<file path="config.mk">
export PLATFORM = sky130hd
export DESIGN_NAME = id_ex_cnt_reg
export DESIGN_NICKNAME = d
export VERILOG_FILES = /design/src/rtl/id_ex_cnt_reg.sv
export SDC_FILE = /design/constraint.sdc
export NUM_CORES = 1
export LEC_CHECK = 0
export CELL_PAD_IN_SITES_DETAIL_PLACEMENT = 2
export CELL_PAD_IN_SITES_GLOBAL_PLACEMENT = 2
export CORE_ASPECT_RATIO = 0.8
export CORE_MARGIN = 2
export CORE_UTILIZATION = 19
export CTS_CLUSTER_DIAMETER = 30
export CTS_CLUSTER_SIZE = 30
export DETAILED_ROUTE_END_ITERATION = 16
export GPL_TIMING_DRIVEN = 1
export PLACE_DENSITY_LB_ADDON = 0.1
export SLEW_MARGIN = 20
export SYNTH_ARGS = -nofsm -noshare
export SYNTH_HDL_FRONTEND = slang
export SYNTH_SLANG_ARGS = --single-unit
</file>
<file path="constraint.sdc">
create_clock -name clk -period 2.4 [get_ports clk]
set_input_delay 0.36 -clock clk [delete_from_list [all_inputs] [get_ports clk]]
set_output_delay 0.36 -clock clk [all_outputs]
set_load 0.05 [all_outputs]
</file>
<file path="src/rtl/id_ex_cnt_reg.sv">
// ----------------------------------------------------------------------------
// id_ex_cnt_reg
//   Decodes an RV32I instruction held in IF/ID into the compact EX-stage
//   control bundle and registers it as the ID/EX pipeline stage. The hazard
//   unit drives stall (hold) and flush (bubble insertion).
//
// Parameters
//   XLEN        instruction width (only 32 supported)
//   NOP_ILLEGAL 1: illegal opcode becomes a bubble; 0: passes with valid=1
//
// Ports
//   clk, rst              rising-edge clock, synchronous active-high reset
//   instr, id_valid       instruction from IF/ID and its valid flag
//   stall, flush          hold / bubble controls (flush wins over stall)
//   ex_valid              EX-stage instruction is real
//   ex_ex                 [2] op B = imm, [1:0] ALU op class
//   ex_jump_t             00 none, 01 JAL, 10 JALR, 11 BRANCH
//   ex_slt, ex_lui        compare / immediate result selects
//   ex_funct3, ex_funct7b5 forwarded instruction fields
//   ex_mem_write, ex_mem_read, ex_reg_write, ex_result_src
//   ex_illegal            opcode outside the supported set
// ----------------------------------------------------------------------------
module id_ex_cnt_reg #(
    parameter int XLEN        = 32,
    parameter bit NOP_ILLEGAL = 1'b1
) (
    input  logic            clk,
    input  logic            rst,
    input  logic [XLEN-1:0] instr,
    input  logic            id_valid,
    input  logic            stall,
    input  logic            flush,
    output logic            ex_valid,
    output logic [2:0]      ex_ex,
    output logic [1:0]      ex_jump_t,
    output logic            ex_slt,
    output logic            ex_lui,
    output logic [2:0]      ex_funct3,
    output logic            ex_funct7b5,
    output logic            ex_mem_write,
    output logic            ex_mem_read,
    output logic            ex_reg_write,
    output logic [1:0]      ex_result_src,
    output logic            ex_illegal
);

    typedef struct packed {
        logic       valid;
        logic [2:0] ex;
        logic [1:0] jump_t;
        logic       slt;
        logic       lui;
        logic [2:0] funct3;
        logic       funct7b5;
        logic       mem_write;
        logic       mem_read;
        logic       reg_write;
        logic [1:0] result_src;
        logic       illegal;
    } ctrl_t;

    localparam logic [6:0] OP_R      = 7'b0110011;
    localparam logic [6:0] OP_I      = 7'b0010011;
    localparam logic [6:0] OP_LOAD   = 7'b0000011;
    localparam logic [6:0] OP_STORE  = 7'b0100011;
    localparam logic [6:0] OP_BRANCH = 7'b1100011;
    localparam logic [6:0] OP_JAL    = 7'b1101111;
    localparam logic [6:0] OP_JALR   = 7'b1100111;
    localparam logic [6:0] OP_LUI    = 7'b0110111;

    ctrl_t dec;      // raw decode of instr
    ctrl_t bund_d;   // next-state bundle after valid gating
    ctrl_t bund_q;

    logic [6:0] opcode;
    logic [2:0] funct3;
    logic       is_slt;

    assign opcode = instr[6:0];
    assign funct3 = instr[14:12];
    assign is_slt = (funct3 == 3'b010) || (funct3 == 3'b011);

    always_comb begin
        dec          = '0;
        dec.funct3   = funct3;
        dec.funct7b5 = instr[30];
        unique case (opcode)
            OP_R: begin
                dec.ex        = 3'b010;
                dec.reg_write = 1'b1;
                dec.slt       = is_slt;
            end
            OP_I: begin
                dec.ex        = 3'b111;
                dec.reg_write = 1'b1;
                dec.slt       = is_slt;
            end
            OP_LOAD: begin
                dec.ex         = 3'b100;
                dec.mem_read   = 1'b1;
                dec.reg_write  = 1'b1;
                dec.result_src = 2'b01;
            end
            OP_STORE: begin
                dec.ex        = 3'b100;
                dec.mem_write = 1'b1;
            end
            OP_BRANCH: begin
                dec.ex     = 3'b001;
                dec.jump_t = 2'b11;
            end
            OP_JAL: begin
                dec.jump_t     = 2'b01;
                dec.reg_write  = 1'b1;
                dec.result_src = 2'b10;
            end
            OP_JALR: begin
                dec.ex         = 3'b100;
                dec.jump_t     = 2'b10;
                dec.reg_write  = 1'b1;
                dec.result_src = 2'b10;
            end
            OP_LUI: begin
                dec.ex        = 3'b100;
                dec.lui       = 1'b1;
                dec.reg_write = 1'b1;
            end
            default: begin
                // Unknown opcode: every control, including forwarded fields, is 0.
                dec          = '0;
                dec.illegal  = 1'b1;
            end
        endcase
    end

    // A non-valid slot keeps only the illegal flag so a bubble can never
    // write registers or memory, yet the trap logic still sees the cause.
    always_comb begin
        bund_d         = dec;
        bund_d.valid   = id_valid & ~(dec.illegal & NOP_ILLEGAL);
        bund_d.illegal = dec.illegal & id_valid;
        if (!bund_d.valid) begin
            bund_d         = '0;
            bund_d.illegal = dec.illegal & id_valid;
        end
    end

    always_ff @(posedge clk) begin
        if (rst)        bund_q <= '0;
        else if (flush) bund_q <= '0;
        else if (!stall) bund_q <= bund_d;
    end

    assign ex_valid      = bund_q.valid;
    assign ex_ex         = bund_q.ex;
    assign ex_jump_t     = bund_q.jump_t;
    assign ex_slt        = bund_q.slt;
    assign ex_lui        = bund_q.lui;
    assign ex_funct3     = bund_q.funct3;
    assign ex_funct7b5   = bund_q.funct7b5;
    assign ex_mem_write  = bund_q.mem_write;
    assign ex_mem_read   = bund_q.mem_read;
    assign ex_reg_write  = bund_q.reg_write;
    assign ex_result_src = bund_q.result_src;
    assign ex_illegal    = bund_q.illegal;

endmodule

</file>
==> results by group, run 1 <==
Timing
  – Worst-margin pin slew: 0.511 ns
  – Final setup fails: 0
  – Fmax: 540 MHz
  – Final worst slack: 0.549 ns
  – Crit share post-route: between 70% and 80%
  – Slew HR: 65.8%
  – RSZ-0062 raised after global routing: false
  – Min Clock Period, post-route: 1.85 ns
  – Final slew viol count: 0
  – Clock skew: 0 ns
  – Total negative slack: 0 ns
  – Final hold violations: 0

Logic synthesis
  – Seq/Total Area, Yosys: 43.2%
  – Top_reg_cell synth: dfxtp_1
  – Post-Synth XOR/XNOR Area: 1.11%
  – Mux contribution to synthesized area: 0%
  – Syn Nets: 119
  – EDFF count, synth: 0
  – Cells after Synth: between 80 and 90
  – Synth Area in Compound Gates: 26.6%
  – Mapped cell area: 787 µm²
  – Synthesized flop and latch total: 17
  – Synth Warn #: 0
  – Combinational family with the most area after synthesis: compound AO/OA/AOI/OAI gates
  – Post-synth ARST share: 0%
  – Simple-gate portion of the synthesized area: between 20 and 25%
  – Mean Syn Cell Area: 9.60 µm²
  – Adder-Cell Fraction of Synth Area: 0%
  – Post-synth cell types: 39

Critical path
  – Critical Path End: ex_result_src[1]
  – Critical Path Start Type: primary input
  – Worst path max stage delay: 0.71 ns
  – Bufs and invs on worst path: 1
  – FF-to-FF setup slack: 1.65 ns
  – CP max FO: 10
  – Cell depth of the worst setup path: 5
  – Critical path's slowest cell: clkdlybuf4s50_1
  – Crit path cell chain: clkdlybuf4s50_1, nor2_1, a31oi_1, a21oi_4, a32o_1
  – Critical Path RT: 2.55 ns
  – WP data arrival: 2.00 ns
  – WS Path Type: in -> reg
  – Worst R2R Start: ex_reg_write
  – Cell count of the worst reg-to-reg path: 2
  – Worst Setup End Kind: register
  – Kind of cell adding the most delay to the critical path: compound AO/OA/AOI/OAI gates
  – Reg-to-reg endpoint: ex_reg_write
  – Crit. Startpoint: instr[3]

Power
  – Combinational share of power: 14.4%
  – P_leak: 0.425 nW
  – Switching pwr: 144 µW
  – Peak supply drop: 270 µV
  – Tot Pwr: 584 µW
  – Sequential power share: 48.6%
  – Int Pwr: 440 µW
  – PwrDens: 477 nW/µm²
  – Sw frac: 24.7%
  – Clock share of power: 36.9%

Run
  – Max Cap Viol: 0

Clock tree
  – Worst-Skew Late Latency: around 0.25 ns
  – # resized after CTS: 0
  – Number of setup buffers added after CTS: 0
  – H-tree depth: 1
  – Number of buffers on the longest clock path: 2
  – CTS buffer count: 3
  – CTS Sinks: 17
  – CTS tree: done
  – Hold_buf cts: 0
  – CTS clk-pin slew, worst paths: 0.07 ns
  – Clock root buffer: clkbuf_8

Layout
  – Nets@finish: 154
  – Filler cells: approximately 430
  – Antenna diodes: 0
  – Sequential Area: 340 µm²
  – Multi-input gate area: between 300 and 400 µm²
  – Fin area: roughly 1200 µm²
  – Synth-to-Final Area Change: 55.5%
  – Share of cells above drive strength 1: 13.8%

Route
  – Via count: 777
  – Drt first pass iters: 3
  – Via density: 4.54
  – DRC viols: 0
  – Final antenna-violating net count: 0
  – Routed WL: 2620 µm
  – Drt wl/cell: 15.3 µm
  – Drt first-iter violations: 38

Floorplanning
  – Num ports: 55
  – Die area: 4680 µm²
  – Initial Utilization: 20.3%
  – Die width: 76.0 µm
  – Row count: 20
  – CORE AREA: 3880 µm²
  – Die Ht: 61.6 µm

GRT
  – Maximum number of pins on one net before global-route repair: 12
  – Vias in the first global route: around 860
  – Grt ovf: 0
  – Initial antenna violation count: 0
  – First-pass GRT wire length: 4440 µm
  – Overall Global Routing Usage: 12.4%

Place
  – DP HPWL: 1970 µm
  – Routability Congestion: 0.681
  – IO Port Bufs: 33
  – Post-DP Area: 1180 µm²
  – Pre-CTS setup slack: between 0.2 and 0.3 ns

Hold path
  – HP Class: reg -> reg

Outcome
  – Outcome: finished clean
==> flip-flops by register name, summed over array words and instances (netlist names) <==
register	flops
ex_valid	1
ex_funct3	3
ex_funct7b5	1
ex_result_src	1
ex_lui	1
ex_jump_t	2
ex_reg_write	1
ex_mem_read	1
ex_mem_write	1
ex_illegal	1
ex_slt	1
ex_ex	3
==> cell usage after synthesis (2+ instances only) <==
cell type	count	area share [%]
dfxtp_1	17	43
a32oi_1	2	2.2
a21oi_1	3	1.9
a32o_1	3	3.8
nor2_1	6	2.9
clkbuf_1	2	0.95
a22o_1	6	6.7
nand2_1	8	3.8
nand3_1	3	1.9
buf_2	3	1.9
==> cell families after synthesis <==
logic type / after synthesis
AO/OA/AOI/OAI: 25
flip-flops: 17
buffers and inverters: 9
XOR/XNOR: 1
AND/OR/NAND/NOR: 30
==> final cells by class <==
type                       count  area share (%)
clock buffer                   3            3.37
sequential                    17            27.8
inverter                       1           0.307
timing repair buffer          38            30.1
tap                           55            5.62
multi-input combinational     56            32.4
clock inverter                 1           0.409
==> routing by layer <==
| metal | global-route usage [%] | up-vias | part of all wire, % |
|---|---|---|---|
| met4 | 3.12 | 0 | 0.57 |
| met2 | 21.4 | 20 | 47 |
| met5 | 0 | - | 0 |
| met3 | 4.11 | 2 | 5.1 |
| li1 | - | 373 | - |
| met1 | 15.4 | 382 | 47 |
==> layout by cell type (no fill, tap or decap), drive strengths merged, types with 2 or more instances in the layout <==
cell type	instances
nor3	2
a22o	6
nand3	4
a32oi	2
a21oi	4
clkdlybuf4s50	33
buf	5
nand2	8
nor2	6
a32o	3
dfxtp	17
clkbuf	3
==> worst min path at each step <==
stage	to	startpoint	depth (start not counted)	slack (ns)
final	ex_valid	ex_valid	1	0.46
after global routing	ex_valid	ex_valid	1	0.50
after CTS	ex_valid	ex_valid	1	0.47
after detailed placement	ex_valid	ex_valid	1	0.44
after global placement	ex_valid	ex_valid	1	0.44
after floorplan	ex_funct3[0]	instr[12]	1	0.49
==> through the flow <==
stage | utilization (%) | hold WS (ns) | instances
CTS | 31.5 | 0.467 | 171
global route | 31.5 | 0.499 | 171
finish | 31.5 | 0.457 | 171
floorplan | - | 0.486 | 82
global placement | 30.4 | 0.439 | 167
detailed placement | 30.4 | 0.444 | 167
==> power by group through the flow <==
stage | Clock [mW] | Combinational (mW) | Sequential, mW
after CTS | 0.230 | 0.0854 | 0.284
after global placement | 0 | 0.0827 | 0.290
final | 0.216 | 0.0843 | 0.284
after floorplan | 0 | 0.0366 | 0.295
after detailed placement | 0 | 0.0844 | 0.291
after global routing | 0.242 | 0.0923 | 0.284
No activity file was read; power rests on OpenSTA's default activity.
==> inputs of run 2 (changes only) <==
--- a/config.mk
+++ b/config.mk
@@ -9,7 +9,7 @@
 export CELL_PAD_IN_SITES_GLOBAL_PLACEMENT = 2
 export CORE_ASPECT_RATIO = 0.8
 export CORE_MARGIN = 2
-export CORE_UTILIZATION = 19
+export CORE_UTILIZATION = 18
 export CTS_CLUSTER_DIAMETER = 30
 export CTS_CLUSTER_SIZE = 30
 export DETAILED_ROUTE_END_ITERATION = 16
==> constraint.sdc (replaced) <==
create_clock -name clk -period 1.8 [get_ports clk]
set_input_delay 0.27 -clock clk [delete_from_list [all_inputs] [get_ports clk]]
set_output_delay 0.27 -clock clk [all_outputs]
set_load 0.05 [all_outputs]
==> results by group, run 2 (same netlist as run 1, synthesis figures left out) <==
Outcome
  – Outcome: finished clean

Clock tree
  – H-tree depth: 1
  – CTS buffer count: 3
  – CTS Sinks: 17
  – Hold_buf cts: 0
  – # resized after CTS: 0
  – CTS tree: done
  – Clock root buffer: clkbuf_8
  – CTS clk-pin slew, worst paths: 0.07 ns
  – Number of buffers on the longest clock path: 2
  – Worst-Skew Late Latency: between 0.2 and 0.3 ns
  – Number of setup buffers added after CTS: 0

Route
  – Via density: 4.48
  – Drt wl/cell: about 14 µm
  – Drt first-iter violations: 29
  – DRC viols: 0
  – Final antenna-violating net count: 0
  – Routed WL: 2680 µm
  – Via count: 833
  – Drt first pass iters: 3

Critical path
  – Worst Setup End Kind: output port
  – Bufs and invs on worst path: 1
  – Worst R2R Start: ex_reg_write
  – WP data arrival: 1.42 ns
  – Reg-to-reg endpoint: ex_reg_write
  – Critical Path RT: 1.53 ns
  – Critical Path Start Type: register
  – Crit. Startpoint: ex_funct3[2]
  – Critical path's slowest cell: clkdlybuf4s50_1
  – Cell depth of the worst setup path: 1
  – Kind of cell adding the most delay to the critical path: buffers and inverters
  – Worst path max stage delay: 0.81 ns
  – Crit path cell chain: clkdlybuf4s50_1
  – CP max FO: 2
  – WS Path Type: reg -> out
  – Critical Path End: ex_funct3[2]
  – Cell count of the worst reg-to-reg path: 2
  – FF-to-FF setup slack: ~1.1 ns

Layout
  – Filler cells: about 470
  – Commonest non-fill, non-tap cell in the layout: clkdlybuf4s50_1
  – Antenna diodes: 0
  – Most frequent cells in the layout: clkdlybuf4s50_1 (28), buf_4 (23), dfxtp_1 (17), nand2_1 (8)
  – Share of cells above drive strength 1: 26.4%
  – Nets@finish: 167
  – Finished Layout Cells: between 150 and 200
  – Synth-to-Final Area Change: 66.6%
  – Fin area: 1310 µm²

GRT
  – Grt ovf: 0
  – Overall Global Routing Usage: between 10 and 15%
  – First-pass GRT wire length: 4550 µm
  – Vias in the first global route: 910
  – Initial antenna violation count: 0
  – Maximum number of pins on one net before global-route repair: 12

Place
  – DP HPWL: 2110 µm
  – Placed Instances: ~180
  – Routability Congestion: roughly 0.76
  – Pre-CTS setup slack: -0.104 ns
  – Post-DP Area: 1260 µm²
  – IO Port Bufs: 33

Floorplanning
  – Num ports: between 50 and 60
  – Row count: 21
  – Die Ht: 63.1 µm
  – Die width: a little under 80 µm
  – Initial Utilization: 18.7%
  – Die area: 4920 µm²
  – CORE AREA: 4200 µm²

Timing
  – Slew HR: 66.3%
  – Fmax: 592 MHz
  – Worst-margin pin slew: 0.504 ns
  – Final setup fails: 0
  – RSZ-0062 raised after global routing: false
  – Final worst slack: between 0.1 and 0.15 ns
  – Clock skew: 0 ns
  – Final slew viol count: 0
  – Final hold violations: 0
  – Fin Hold WS: 0.465 ns
  – Min Clock Period, post-route: 1.69 ns
  – Crit share post-route: 93.8%

Power
  – Tot Pwr: 798 µW
  – Peak supply drop: 295 µV
  – PwrDens: between 600 and 700 nW/µm²
  – P_leak: 0.497 nW

Hold path
  – HP Class: reg -> reg

Run
  – Max Cap Viol: 0
## run 2: cell count changes in the layout (fill, tap and decap cells not counted), sizes merged
cell / change
buf: +18
clkdlybuf4s50: -5
## run 2: final cells by class
type / instances / area (µm²) / area share (%)
Clock buffer: 3 / 41.3 / 3.15
Timing Repair Buffer: 51 / 453 / 34.5
Inverter: 1 / 3.75 / 0.286
Clock inverter: 1 / 5.00 / 0.382
Sequential cell: 17 / 340 / 26.0
Tap cell: 57 / 71.3 / 5.44
Multi-Input combinational cell: 56 / 397 / 30.2
## run 2: stage by stage
| step | TNS, ns | utilization (%) |
|---|---|---|
| after floorplan | 0 | - |
| after global placement | -0.684 | 30.1 |
| after detailed placement | -0.649 | 30.1 |
| after CTS | 0 | 31.2 |
| after global routing | 0 | 31.2 |
| final | 0 | 31.2 |
## run 2: layer usage
metal	vias up	track usage (%)	wire, µm
met5	-	0	0
met4	0	1.97	18
met3	2	3.58	113
met2	20	18.9	1250
met1	415	15.4	1290
li1	396	-	-
## run 2: where the power goes
group / switching [mW] / internal (mW)
Combinational: 0.0591 / 0.0697
Clock: 0.137 / 0.153
Sequential: 0.00105 / 0.378
Total: 0.197 / 0.601
## run 2: worst min-delay path by stage
| stage | startpoint | end | cells past startpoint |
|---|---|---|---|
| detailed placement | ex_valid | ex_valid | 1 |
| global route | ex_jump_t[0] | ex_jump_t[0] | 2 |
| finish | ex_jump_t[0] | ex_jump_t[0] | 2 |
| global placement | ex_valid | ex_valid | 1 |
| CTS | ex_jump_t[0] | ex_jump_t[0] | 2 |
| floorplan | instr[12] | ex_funct3[0] | 1 |
==> inputs of run 3 (changes only) <==
==> constraint.sdc (replaced) <==
create_clock -name clk -period 1.7 [get_ports clk]
set_input_delay 0.255 -clock clk [delete_from_list [all_inputs] [get_ports clk]]
set_output_delay 0.255 -clock clk [all_outputs]
set_load 0.05 [all_outputs]
==> results by group, run 3 (same netlist as run 1, synthesis figures left out) <==
Clock tree
  – CTS clk-pin slew, worst paths: 0.07 ns
  – Number of buffers on the longest clock path: 2
  – CTS buffer count: 3
  – Worst-Skew Late Latency: 0.25 ns
  – CTS tree: done
  – Clock root buffer: clkbuf_8
  – Hold_buf cts: 0
  – Number of setup buffers added after CTS: 0
  – CTS Sinks: 17
  – H-tree depth: 1
  – # resized after CTS: 0

Place
  – DP HPWL: ~2100 µm
  – Pre-CTS setup slack: -0.200 ns
  – Post-DP Area: 1270 µm²
  – Routability Congestion: 0.774
  – IO Port Bufs: 33

Critical path
  – Critical Path End: ex_slt
  – Crit. Startpoint: instr[3]
  – Critical path's slowest cell: clkdlybuf4s50_1
  – Worst Setup End Kind: register
  – Worst R2R Start: ex_reg_write
  – Bufs and invs on worst path: 2
  – FF-to-FF setup slack: 0.95 ns
  – Cell depth of the worst setup path: 6
  – Worst path max stage delay: around 0.52 ns
  – Cell count of the worst reg-to-reg path: 2
  – CP max FO: 4
  – WS Path Type: in -> reg
  – Reg-to-reg endpoint: ex_reg_write
  – Kind of cell adding the most delay to the critical path: buffers and inverters
  – Critical Path RT: 1.89 ns
  – WP data arrival: 1.76 ns
  – Crit path cell chain: clkdlybuf4s50_1, nor3_4, buf_4, nand3_2, or3b_1, a21oi_1
  – Critical Path Start Type: primary input

GRT
  – Grt ovf: 0
  – Maximum number of pins on one net before global-route repair: 12
  – Overall Global Routing Usage: 12.4%
  – First-pass GRT wire length: 4670 µm
  – Initial antenna violation count: 0
  – Vias in the first global route: 908

Floorplanning
  – Die Ht: ~63 µm
  – Row count: 21
  – Num ports: 55
  – Initial Utilization: 18.7%
  – Die width: 77.9 µm
  – Die area: 4920 µm²
  – CORE AREA: 4200 µm²

Route
  – DRC viols: 0
  – Drt wl/cell: 14.5 µm
  – Drt first pass iters: 4
  – Drt first-iter violations: 19
  – Final antenna-violating net count: 0
  – Routed WL: 2770 µm
  – Via count: 837
  – Via density: 4.38

Layout
  – Commonest non-fill, non-tap cell in the layout: buf_4
  – Filler cells: 488
  – Synth-to-Final Area Change: 67.9%
  – Antenna diodes: 0
  – Fin area: 1320 µm²
  – Final Util: 31.4%
  – Share of cells above drive strength 1: 38.8%
  – Most frequent cells in the layout: buf_4 (41), dfxtp_1 (17), clkdlybuf4s50_1 (14), nand2_1 (8)
  – Nets@finish: 172

Timing
  – Final worst slack: 0.133 ns
  – RSZ-0062 raised after global routing: false
  – Final setup fails: 0
  – Final hold violations: 0
  – Worst-margin pin slew: around 0.32 ns
  – Final slew viol count: 0
  – Fin Hold WS: 0.463 ns
  – Min Clock Period, post-route: around 1.6 ns
  – Crit share post-route: 92.2%
  – Slew HR: around 78%
  – Clock skew: 0 ns
  – Fmax: 638 MHz

Power
  – Peak supply drop: 394 µV
  – Tot Pwr: 863 µW
  – PwrDens: 653 nW/µm²
  – P_leak: 0.552 nW

Hold path
  – HP Class: in -> reg
  – Worst Hold Launch: instr[6]

Outcome
  – Outcome: finished clean

Run
  – Max Cap Viol: 0
[run 3: cell count changes in the layout (fill, tap and decap cells not counted)]
cell,previous run,this run
buf_4,23,41
clkdlybuf4s50_1,28,14
clkinv_2,1,0
clkinvlp_4,0,1
dlymetal6s2s_1,0,1
[run 3: where the power goes]
group	switching, mW	total (mW)	internal (mW)
clock network	0.155	0.320	0.165
registers	0.00108	0.401	0.400
logic	0.0643	0.142	0.0776
[run 3: routing by layer]
metal  share of wire [%]  vias up  GRT usage [%]  routed length [µm]
met2                  47       21           20.4                1290
met3                 4.4        4           3.44                 121
met5                   0        -              0                   0
met1                  47      402           15.6                1320
li1                    -      410              -                   -
met4                 1.6        0           3.95                  44
[run 3: worst min-delay path by stage]
stage / slack (ns) / depth (start not counted) / to
after CTS: 0.48 / 1 / ex_valid
after global placement: 0.44 / 1 / ex_valid
after detailed placement: 0.45 / 1 / ex_valid
final: 0.46 / 4 / ex_mem_read
after global routing: 0.50 / 4 / ex_mem_read
after floorplan: 0.38 / 1 / ex_funct3[0]
[run 3: through the flow]
stage / setup TNS [ns] / cells
after floorplan: 0 / 82
after global placement: -1.84 / 187
after detailed placement: -1.96 / 187
after CTS: 0 / 191
after global routing: 0 / 191
final: 0 / 191
[run 3: worst min-delay path, cell delays in order]
cell            delay (ns)
dlymetal6s2s_1        0.20
nor3_4                0.09
nand2_1               0.06
o21ai_0               0.06
[run 3: layout make-up]
type	count	area [µm²]	share of cell area [%]
Timing Repair Buffer	56	460	34.8
Clock buffer	3	41.3	3.12
Clock inverter	1	7.51	0.568
Multi-Input combinational cell	56	397	30.0
Inverter	1	3.75	0.284
Sequential cell	17	340	25.8
Tap cell	57	71.3	5.40
